## src/rtl/motion_estimator.sv

```systemverilog
// motion_estimator
// Full-search block motion estimator. For every 4x4 block of the current
// frame it tries all candidate vectors in -SR..+SR (mvy outer, mvx inner),
// computes the sum of absolute differences against the reference frame and
// writes the best vector (lowest SAD, earliest on ties) to the MV memory.
//
// Ports
//   CLK, reset         rising-edge clock, asynchronous active-high reset
//   start              single-cycle pulse, accepted only in IDLE/DONE
//   width, height      frame size in 4x4 blocks, sampled on accepted start
//   cur_addr/cur_pix   current-frame read port, data one cycle after address
//   ref_addr/ref_pix   reference-frame read port, data one cycle after address
//   mv_we              one-cycle MV write strobe
//   mv_index           block index bx + by*width
//   mvx, mvy           signed best vector, ref pixel = ref(px-mvx, py-mvy)
//   busy               high while a frame is being processed
//   MV_fin             level, high once the last MV of the frame is written
module motion_estimator #(
  parameter int SR = 2,
  parameter int BS = 4
) (
  input  logic              CLK,
  input  logic              reset,
  input  logic              start,
  input  logic [7:0]        width,
  input  logic [7:0]        height,
  output logic [15:0]       cur_addr,
  input  logic [7:0]        cur_pix,
  output logic [15:0]       ref_addr,
  input  logic [7:0]        ref_pix,
  output logic              mv_we,
  output logic [15:0]       mv_index,
  output logic signed [7:0] mvx,
  output logic signed [7:0] mvy,
  output logic              busy,
  output logic              MV_fin
);

  typedef enum logic [2:0] {
    IDLE, BLK_INIT, CAND, ISSUE, DRAIN, CMP, WRITE, DONE
  } state_t;

  localparam logic signed [7:0] SR_POS = 8'(SR);
  localparam logic signed [7:0] SR_NEG = 8'(-SR);
  localparam logic [3:0]        K_LAST = 4'(BS * BS - 1);

  state_t state_q, state_d;
  logic [7:0] width_q, width_d, height_q, height_d;
  logic [7:0] bx_q, bx_d, by_q, by_d;
  logic signed [7:0] candX_q, candX_d, candY_q, candY_d;
  logic signed [7:0] bestX_q, bestX_d, bestY_q, bestY_d;
  logic [12:0] bestSad_q, bestSad_d, sad_q, sad_d;
  logic [3:0]  k_q, k_d;
  logic        pend_q, pend_d;
  logic [15:0] curAddr_q, curAddr_d, refAddr_q, refAddr_d;

  logic signed [15:0] frameW, frameH, refX0, refY0;
  logic        candValid, lastCand;
  logic signed [7:0] nextX, nextY;
  logic [3:0]  kSel;
  logic [16:0] px, py, rowW, rpx, rpy, curFull, refFull;
  logic        unusedCurTop, unusedRefTop;
  logic [7:0]  absDiff;

  // A candidate is usable only if the whole shifted 4x4 block lies inside
  // the reference frame; checking the top-left corner and the +3 corner
  // covers all 16 pixels.
  always_comb begin
    frameW    = $signed({6'd0, width_q, 2'b00});
    frameH    = $signed({6'd0, height_q, 2'b00});
    refX0     = $signed({6'd0, bx_q, 2'b00}) - {{8{candX_q[7]}}, candX_q};
    refY0     = $signed({6'd0, by_q, 2'b00}) - {{8{candY_q[7]}}, candY_q};
    candValid = (refX0 >= 16'sd0) && (refX0 + 16'sd3 < frameW) &&
                (refY0 >= 16'sd0) && (refY0 + 16'sd3 < frameH);
    lastCand  = (candX_q == SR_POS) && (candY_q == SR_POS);
    nextX     = (candX_q == SR_POS) ? SR_NEG : candX_q + 8'sd1;
    nextY     = (candX_q == SR_POS) ? candY_q + 8'sd1 : candY_q;
  end

  // Address of the pixel to be fetched next: pixel 0 when leaving CAND,
  // pixel k+1 while issuing. Arithmetic is 17 bits wide; only the low 16
  // bits reach the ports.
  always_comb begin
    kSel         = (state_q == ISSUE) ? k_q + 4'd1 : 4'd0;
    px           = {7'd0, bx_q, 2'b00} + {15'd0, kSel[1:0]};
    py           = {7'd0, by_q, 2'b00} + {15'd0, kSel[3:2]};
    rowW         = {7'd0, width_q, 2'b00};
    rpx          = px - {{9{candX_q[7]}}, candX_q};
    rpy          = py - {{9{candY_q[7]}}, candY_q};
    curFull      = px + py * rowW;
    refFull      = rpx + rpy * rowW;
    unusedCurTop = curFull[16];
    unusedRefTop = refFull[16];
    absDiff      = (cur_pix >= ref_pix) ? cur_pix - ref_pix : ref_pix - cur_pix;
  end

  // Next-state and datapath updates. Read data trails the address by one
  // cycle, so pend_q marks cycles in which a returned pair must be summed;
  // DRAIN exists only to absorb the sixteenth return.
  always_comb begin
    state_d   = state_q;
    width_d   = width_q;
    height_d  = height_q;
    bx_d      = bx_q;
    by_d      = by_q;
    candX_d   = candX_q;
    candY_d   = candY_q;
    bestX_d   = bestX_q;
    bestY_d   = bestY_q;
    bestSad_d = bestSad_q;
    k_d       = k_q;
    curAddr_d = curAddr_q;
    refAddr_d = refAddr_q;
    pend_d    = (state_q == ISSUE);
    sad_d     = pend_q ? sad_q + {5'd0, absDiff} : sad_q;

    case (state_q)
      IDLE, DONE: begin
        if (start) begin
          width_d  = width;
          height_d = height;
          bx_d     = 8'd0;
          by_d     = 8'd0;
          state_d  = BLK_INIT;
        end
      end
      BLK_INIT: begin
        if (width_q == 8'd0 || height_q == 8'd0) begin
          state_d = DONE;
        end else begin
          bestSad_d = 13'h1FFF;
          bestX_d   = 8'sd0;
          bestY_d   = 8'sd0;
          candX_d   = SR_NEG;
          candY_d   = SR_NEG;
          state_d   = CAND;
        end
      end
      CAND: begin
        if (candValid) begin
          k_d       = 4'd0;
          sad_d     = 13'd0;
          curAddr_d = curFull[15:0];
          refAddr_d = refFull[15:0];
          state_d   = ISSUE;
        end else if (lastCand) begin
          state_d = WRITE;
        end else begin
          candX_d = nextX;
          candY_d = nextY;
        end
      end
      ISSUE: begin
        if (k_q == K_LAST) begin
          state_d = DRAIN;
        end else begin
          k_d       = k_q + 4'd1;
          curAddr_d = curFull[15:0];
          refAddr_d = refFull[15:0];
        end
      end
      DRAIN: begin
        state_d = CMP;
      end
      CMP: begin
        // Strict compare: an equal SAD never displaces an earlier candidate.
        if (sad_q < bestSad_q) begin
          bestSad_d = sad_q;
          bestX_d   = candX_q;
          bestY_d   = candY_q;
        end
        if (lastCand) begin
          state_d = WRITE;
        end else begin
          candX_d = nextX;
          candY_d = nextY;
          state_d = CAND;
        end
      end
      WRITE: begin
        if (bx_q == width_q - 8'd1) begin
          bx_d = 8'd0;
          if (by_q == height_q - 8'd1) begin
            state_d = DONE;
          end else begin
            by_d    = by_q + 8'd1;
            state_d = BLK_INIT;
          end
        end else begin
          bx_d    = bx_q + 8'd1;
          state_d = BLK_INIT;
        end
      end
      default: begin
        state_d = IDLE;
      end
    endcase
  end

  // State and datapath registers; reset aborts any frame in progress.
  always_ff @(posedge CLK or posedge reset) begin
    if (reset) begin
      state_q   <= IDLE;
      width_q   <= 8'd0;
      height_q  <= 8'd0;
      bx_q      <= 8'd0;
      by_q      <= 8'd0;
      candX_q   <= 8'sd0;
      candY_q   <= 8'sd0;
      bestX_q   <= 8'sd0;
      bestY_q   <= 8'sd0;
      bestSad_q <= 13'd0;
      sad_q     <= 13'd0;
      k_q       <= 4'd0;
      pend_q    <= 1'b0;
      curAddr_q <= 16'd0;
      refAddr_q <= 16'd0;
    end else begin
      state_q   <= state_d;
      width_q   <= width_d;
      height_q  <= height_d;
      bx_q      <= bx_d;
      by_q      <= by_d;
      candX_q   <= candX_d;
      candY_q   <= candY_d;
      bestX_q   <= bestX_d;
      bestY_q   <= bestY_d;
      bestSad_q <= bestSad_d;
      sad_q     <= sad_d;
      k_q       <= k_d;
      pend_q    <= pend_d;
      curAddr_q <= curAddr_d;
      refAddr_q <= refAddr_d;
    end
  end

  assign cur_addr = curAddr_q;
  assign ref_addr = refAddr_q;
  assign mv_we    = (state_q == WRITE);
  assign mv_index = {8'd0, bx_q} + {8'd0, by_q} * {8'd0, width_q};
  assign mvx      = bestX_q;
  assign mvy      = bestY_q;
  assign busy     = (state_q != IDLE) && (state_q != DONE);
  assign MV_fin   = (state_q == DONE);

endmodule

```

## config.mk

```make
export PLATFORM = sky130hd
export DESIGN_NAME = motion_estimator
export DESIGN_NICKNAME = d
export VERILOG_FILES = /design/src/rtl/motion_estimator.sv
export SDC_FILE = /design/constraint.sdc
export NUM_CORES = 1
export LEC_CHECK = 0
export BUFFER_PORTS_ARGS = -buffer_cell sky130_fd_sc_hd__buf_4
export CORE_ASPECT_RATIO = 1.25
export CORE_MARGIN = 3
export CORE_UTILIZATION = 58
export CTS_CLUSTER_DIAMETER = 50
export DETAILED_ROUTE_END_ITERATION = 10
export PLACE_DENSITY = 0.91
export REMOVE_ABC_BUFFERS = 1
export SLEW_MARGIN = 40
export SYNTH_ARGS = -nofsm -noshare
export SYNTH_HDL_FRONTEND = slang
export SYNTH_SLANG_ARGS = --single-unit
```

## constraint.sdc

```tcl
create_clock -name CLK -period 6.93 [get_ports CLK]
set_input_delay 0.3465 -clock CLK [delete_from_list [all_inputs] [get_ports CLK]]
set_output_delay 0.3465 -clock CLK [all_outputs]
set_load 0.05 [all_outputs]
```

Yosys cells after proc, flatten, opt, wreduce, memory -nomap -nowiden

Cells that the tools add are included.

Register bits after elaboration: 130
ROM bits: 0
Memories kept: 0
Output and inout bits: 67
Latch bits: 0
RAM bits: 0

Multipliers: 3
Shift-type cells: 0
Mux-type cells: 46
Reductions and logical operators: 22
Add/sub/neg operators: 21
Equal/unequal tests: 23
Divide/modulo/power cells: 0
Bitwise operators: 0
Order comparisons: 6

Operators by type and width:

| operator                | number |
|---|---|
| $mux W8                 | 15 |
| $mux W13                | 5 |
| $mux W16                | 4 |
| $pmux W16 S2            | 2 |
| $pmux W8 S2             | 4 |
| $pmux W8 S3             | 2 |
| $add A12 B3 Y13 const B | 2 |
| $lt A13 B11 Y1          | 2 |
| $pmux W13 S2            | 1 |
| $sub A12 B8 Y13         | 2 |
| $ge A12 B1 Y1 const B   | 2 |
| $mux W3                 | 8 |
| $sub A11 B8 Y12         | 2 |
| $add A10 B2 Y11         | 2 |
| $pmux W3 S7             | 1 |
| $mul A17 B8 Y14         | 1 |
| $add A11 B16 Y16        | 1 |
| $add A16 B16 Y16        | 1 |
| $add A8 B1 Y8 const B   | 2 |
| $add A8 B16 Y16         | 1 |
| $add A8 B2 Y8 const B   | 2 |
| $eq A8 B3 Y1 const B    | 2 |
| $eq A8 B8 Y1            | 2 |
| $logic_not A8 Y1        | 2 |
| 26 further kinds        | 53 |

Longest topological paths before layout

Depth in word-level cells: 8
Mapped depth: 32

Least setup slack after synthesis

Ideal clock, no wire load.

Path type: reg2reg
Start: register state_q[2]
End: register refAddr_q[14] (netlist: ref_addr[14])
Period minus slack after synthesis: 6.915 ns
Cell stages (with the launch flop): 29
Arrival: 6.790 ns
Path slack: 0.015 ns
Buffers on the path: 0
Cells stage by stage: dfrtp_1 or2_2 nor2_1 clkinv_1 ha_1 fa_1 nor2b_1 nor3_1 o21bai_1 a21oi_1 xnor2_1 and2_1 fa_1 fa_1 fa_1 inv_1 fa_1 inv_1 ha_1 o21a_1 nor4_1 or3_1 xnor2_1 ha_1 or3_1 o21ai_0 a21oi_1 xor2_1 mux2_4

Cells in the longest elaborated chain, start to end: 8
Elaborated cells between the ends (all ways): 16
Those cells by class: add/sub (5); mul (1); eq/ne (4); mux (4); reduce/logical (2)

Ends and longest elaborated chain:

| element                     | RTL line | source |
|---|---|---|
| start: declaration          | 47       | `state_t state_q, state_d;` |
| start signal: assignment    | 219      | `state_q <= state_d;` |
| $eq A3 B2 Y1                | 84, 117  |  |
| $mux W4                     | 84       | `kSel = (state_q == ISSUE) ? k_q + 4'd1 : 4'd0;` |
| $add A10 B2 Y11             | 86       | `py = {7'd0, by_q, 2'b00} + {15'd0, kSel[3:2]};` |
| $sub A12 B8 Y13             | 89       | `rpy = py - {{9{candY_q[7]}}, candY_q};` |
| $mul A17 B8 Y14             | 91       | `refFull = rpx + rpy * rowW;` |
| $add A16 B16 Y16            | 91       |  |
| $mux W16 (on tied branches) | 154, 140 |  |
| $pmux W16 S2                | 117      | `case (state_q)` |
| end signal: assignment      | 233      | `refAddr_q <= refAddr_d;` |
| end: declaration            | 55       | `logic [15:0] curAddr_q, curAddr_d, refAddr_q, refAddr_d;` |

Parallel ways exist; a longest one is shown, timed or not. The select of a mux whose other input is x is not followed.
A chain may end at the register's enable or synchronous reset.

Worst setup path after layout

Start: register k_q[0]
End: register refAddr_q[14] (netlist: ref_addr[14])

Cells in the longest elaborated chain, start to end: 8
Elaborated cells between the ends (all ways): 14
Those cells by class: add/sub (6); mul (1); eq/ne (2); mux (4); reduce/logical (1)

Ends and longest elaborated chain:

| element                     | RTL line | source |
|---|---|---|
| start: declaration          | 53       | `logic [3:0] k_q, k_d;` |
| start signal: assignment    | 230      | `k_q <= k_d;` |
| $add A4 B1 Y4               | 84       |  |
| $mux W4                     | 84       |  |
| $add A10 B2 Y11             | 86       |  |
| $sub A12 B8 Y13             | 89       |  |
| $mul A17 B8 Y14             | 91       |  |
| $add A16 B16 Y16            | 91       |  |
| $mux W16 (on tied branches) | 154, 140 |  |
| $pmux W16 S2                | 117      |  |

Parallel ways exist; a longest one is shown, timed or not. The select of a mux whose other input is x is not followed.

==> run metrics <==
status finished with violations; failing checks hold timing, setup timing; I/O pin count about 100; Critical Path Start Type flop; vias in the first global route ~15,000; worst hold slack -0.0334 ns; Tot Pwr just under 0.006 W; setup_tns -0.178 ns; largest stage delay on the critical path roughly 0.53 ns; Clock Tree Buf Depth 2; CP required 7.26 ns; Worst R2R Setup Slack -0.12 ns; drt pass-1 iters 6; crit path kind flop to flop; final WL 44.5 mm; Mean Syn Cell Area ~8.6 um^2; post-layout net count 2,367; first-pass GRT wire length roughly 71 mm; initial antenna violation count 0; area occupied by multi-input gates roughly 12,000 um^2; Die Wd 157 um; Hold WC Path Type input pin to async pin; slew margin rel. ~45%; Rows 68; hold_buf cts 0; slowest stage cell, crit path fa_1; buffers added on ports roughly 100; gpl congestion between 0.9 and 1; largest net degree at the start of global routing 73; total congestion overflow 0; post-route antenna net violation count 0; number of synthesized flops with an enable pin 0; Avg Vias per Cell approximately 6.0; fin crit period between 7 and 8 ns; sequential area share after synthesis between 10% and 20%; Post-synth ARST share between 90% and 100%; worst-skew pair later-pin latency 0.44 ns; fmax roughly 140 MHz; 1st-iter DRT viols approximately 1,200; Final Util 67.5%; max-capacitance violation count 0; predominant post-synthesis flop cell dfrtp_1; CP arrival roughly 7.4 ns; Sequential cell area about 3200 um^2; clk sinks approximately 130; HPWL after DPL roughly 33 mm; crit path capture type flop; clock skew just under 0.008 ns; final worst slack -0.123 ns; GRT Total Usage 28.7%; endpoints failing setup 2; Area Growth Syn to Fin 13.7%; share of the clock period used by the worst path 102%; Initial Utilization around three fifths; worst vdd ir between 200 and 250 uV; pwr/cell area 314 nW/um^2; Routed WL per cell around 19 um; Core Region 27,800 um^2; CTS tree done; Yosys reg bits ~130; CTS root buf clkbuf_16; Yosys warnings 0; synthesized cell area roughly 17,000 um^2; full die area between 30,000 and 40,000 um^2; cells after synthesis between 1,500 and 2,000; clock buffers created by TritonCTS 17; layout cells sized above 1 between 10% and 20%; Slew Viols, Final 0; RR Startpoint k_q[0]$_DFFE_PP0P_; crit-path most repeated cell fa_1; H-tree depth 4; Antenna Cells 0; LEAKAGE just under 10 nW; via count 14,200; FF-to-FF End ref_addr[14]$_DFFE_PP0P_; RSZ-0062 raised after global routing true; FF-to-FF path depth 31; Fin. Hold Viols 32; Worst-path clk slew approximately 0.07 ns; Remaining DRCs 0; crit path max fanout 3; filler cell count 1,999; die height 195 um; Netlist cell types 75; Tightest Pin Transition ~0.83 ns
-- worst max-delay path by stage --
stage | cells past startpoint | endpoint | startpoint | slack (ns)
final | 31 | ref_addr[14]$_DFFE_PP0P_ | k_q[0]$_DFFE_PP0P_ | -0.12
after detailed placement | 33 | ref_addr[14]$_DFFE_PP0P_ | k_q[0]$_DFFE_PP0P_ | -0.09
after global routing | 31 | ref_addr[14]$_DFFE_PP0P_ | k_q[0]$_DFFE_PP0P_ | -0.33
after CTS | 29 | ref_addr[14]$_DFFE_PP0P_ | k_q[0]$_DFFE_PP0P_ | 0.01
after floorplan | 29 | ref_addr[14]$_DFFE_PP0P_ | k_q[0]$_DFFE_PP0P_ | -0.22
after global placement | 33 | ref_addr[14]$_DFFE_PP0P_ | state_q[1]$_DFFE_PP0P_ | 0.13
-- cell usage after synthesis, types with 9 or more instances --
master    count  area share [%]
mux2i_1      45             2.7
mux2_2        9            0.61
nand2b_1     20            0.76
o21a_1       10            0.45
o21bai_1     13            0.59
ha_1        185              14
fa_1        127              15
xnor2_1     111             5.9
nor2b_1      21            0.80
or3_1        12            0.45
nor2_1      145             3.3
nand4_1      20            0.76
xor2_1       36             1.9
mux2_4       25             2.3
clkbuf_1     63             1.4
a21o_1       27             1.2
nand2_1     175             4.0
and2_1       71             2.7
a21oi_1      85             2.6
nor3_1       32            0.97
inv_1       282             6.4
nand3_1      32            0.97
a31oi_1      12            0.45
dfrtp_1     128              19
and3_1        9            0.34
o21ai_0      86             2.6
-- area by class of cell --
| cell class | count | share of cell area [%] |
|---|---|---|
| Multi-Input combinational cell | 1429 | 65.2 |
| Sequential cell | 128 | 17.1 |
| Timing Repair Buffer | 159 | 6.55 |
| Inverter | 285 | 5.73 |
| Clock buffer | 17 | 2.27 |
| Clock inverter | 15 | 0.893 |
| Tap cell | 350 | 2.33 |
-- through the flow --
step	hold slack (ns)	setup slack, ns	instances	area, um^2
2_1_floorplan	0.455	-0.220	1842	16200
3_3_place_gp	0.489	0.128	2336	17700
3_5_place_dp	0.494	-0.0920	2338	17800
4_1_cts	0.0825	0.0109	2374	18400
5_1_grt	0.0148	-0.335	2383	18800
6_report	-0.0334	-0.123	2383	18800
-- sequential cells by signal, summed over array words and instances (netlist names) --
signal / cells
by_q: 8
pend_q: 1
candX_q: 8
mvx: 8
state_q: 3
bestSad_q: 13
k_q: 4
sad_q: 13
height_q: 8
width_q: 8
bx_q: 8
cur_addr: 14
ref_addr: 16
candY_q: 8
mvy: 8
-- worst max-delay path: cells and delay by family (launching register included) --
kind	cells	cell delay [ns]
adders and majority gates	9	3.28
and+or+nand+nor	7	1.15
xor gates and xnor gates	4	0.77
AOI/OAI and AO/OA	5	0.70
buffers and inverters	5	0.42
DFF	1	0.38
muxes	1	0.26
-- what timing repair did --
action / 4_1_cts / 5_1_grt
pin swaps: 2 / 44
setup buffers: 4 / 9
gates resized for setup: 6 / 55
setup endpoints to repair: 2 / 4
-- placed cells by master, fill, tap and decap left out, types with 6 or more instances in the layout --
cell type	n
nand3_1	32
xnor2_1	104
xnor2_2	6
nor2b_1	17
nor3b_1	6
xor2_1	35
dfrtp_1	127
buf_4	155
nand2_1	175
clkbuf_16	17
nand4_1	20
mux2_2	9
inv_1	276
a31oi_1	12
o21bai_1	12
a21oi_1	78
ha_4	6
nor3_1	31
ha_1	176
fa_1	125
o21ai_0	82
o211ai_1	8
and2_1	68
a21o_1	27
o31ai_1	6
nand2b_1	20
nor2_1	140
o21a_1	10
a211oi_1	7
mux2i_1	45
inv_2	6
and3_1	9
mux2_4	25
a21boi_0	8
or3_1	11
-- where the power goes --
part           internal [W]  total, W  switching [W]
logic               0.00147   0.00368        0.00221
registers          0.000953   0.00126       0.000310
clock network      0.000512  0.000943       0.000431
-- cell families (layout without fill, tap and decap cells) --
logic type | after synthesis | count (layout) | synth area share (%)
flip-flops | 128 | 128 | 19.4
AO/OA/AOI/OAI | 315 | 315 | 12.3
XOR/XNOR | 149 | 149 | 8.07
AND/OR/NAND/NOR | 574 | 574 | 16.8
multiplexers | 79 | 79 | 5.62
buffers and inverters | 361 | 476 | 8.42
adder cells (fa/ha/maj) | 312 | 312 | 29.4
-- routing by layer --
| layer | share of wire (%) | up-vias | global-route usage, % |
|---|---|---|---|
| met5 | 0 | - | 0 |
| met4 | 5.1 | 0 | 13.7 |
| met3 | 6.2 | 169 | 4.32 |
| met2 | 51 | 608 | 50.4 |
| met1 | 38 | 6909 | 34.0 |
| li1 | - | 6526 | - |
No activity file was read; power rests on OpenSTA's default activity.
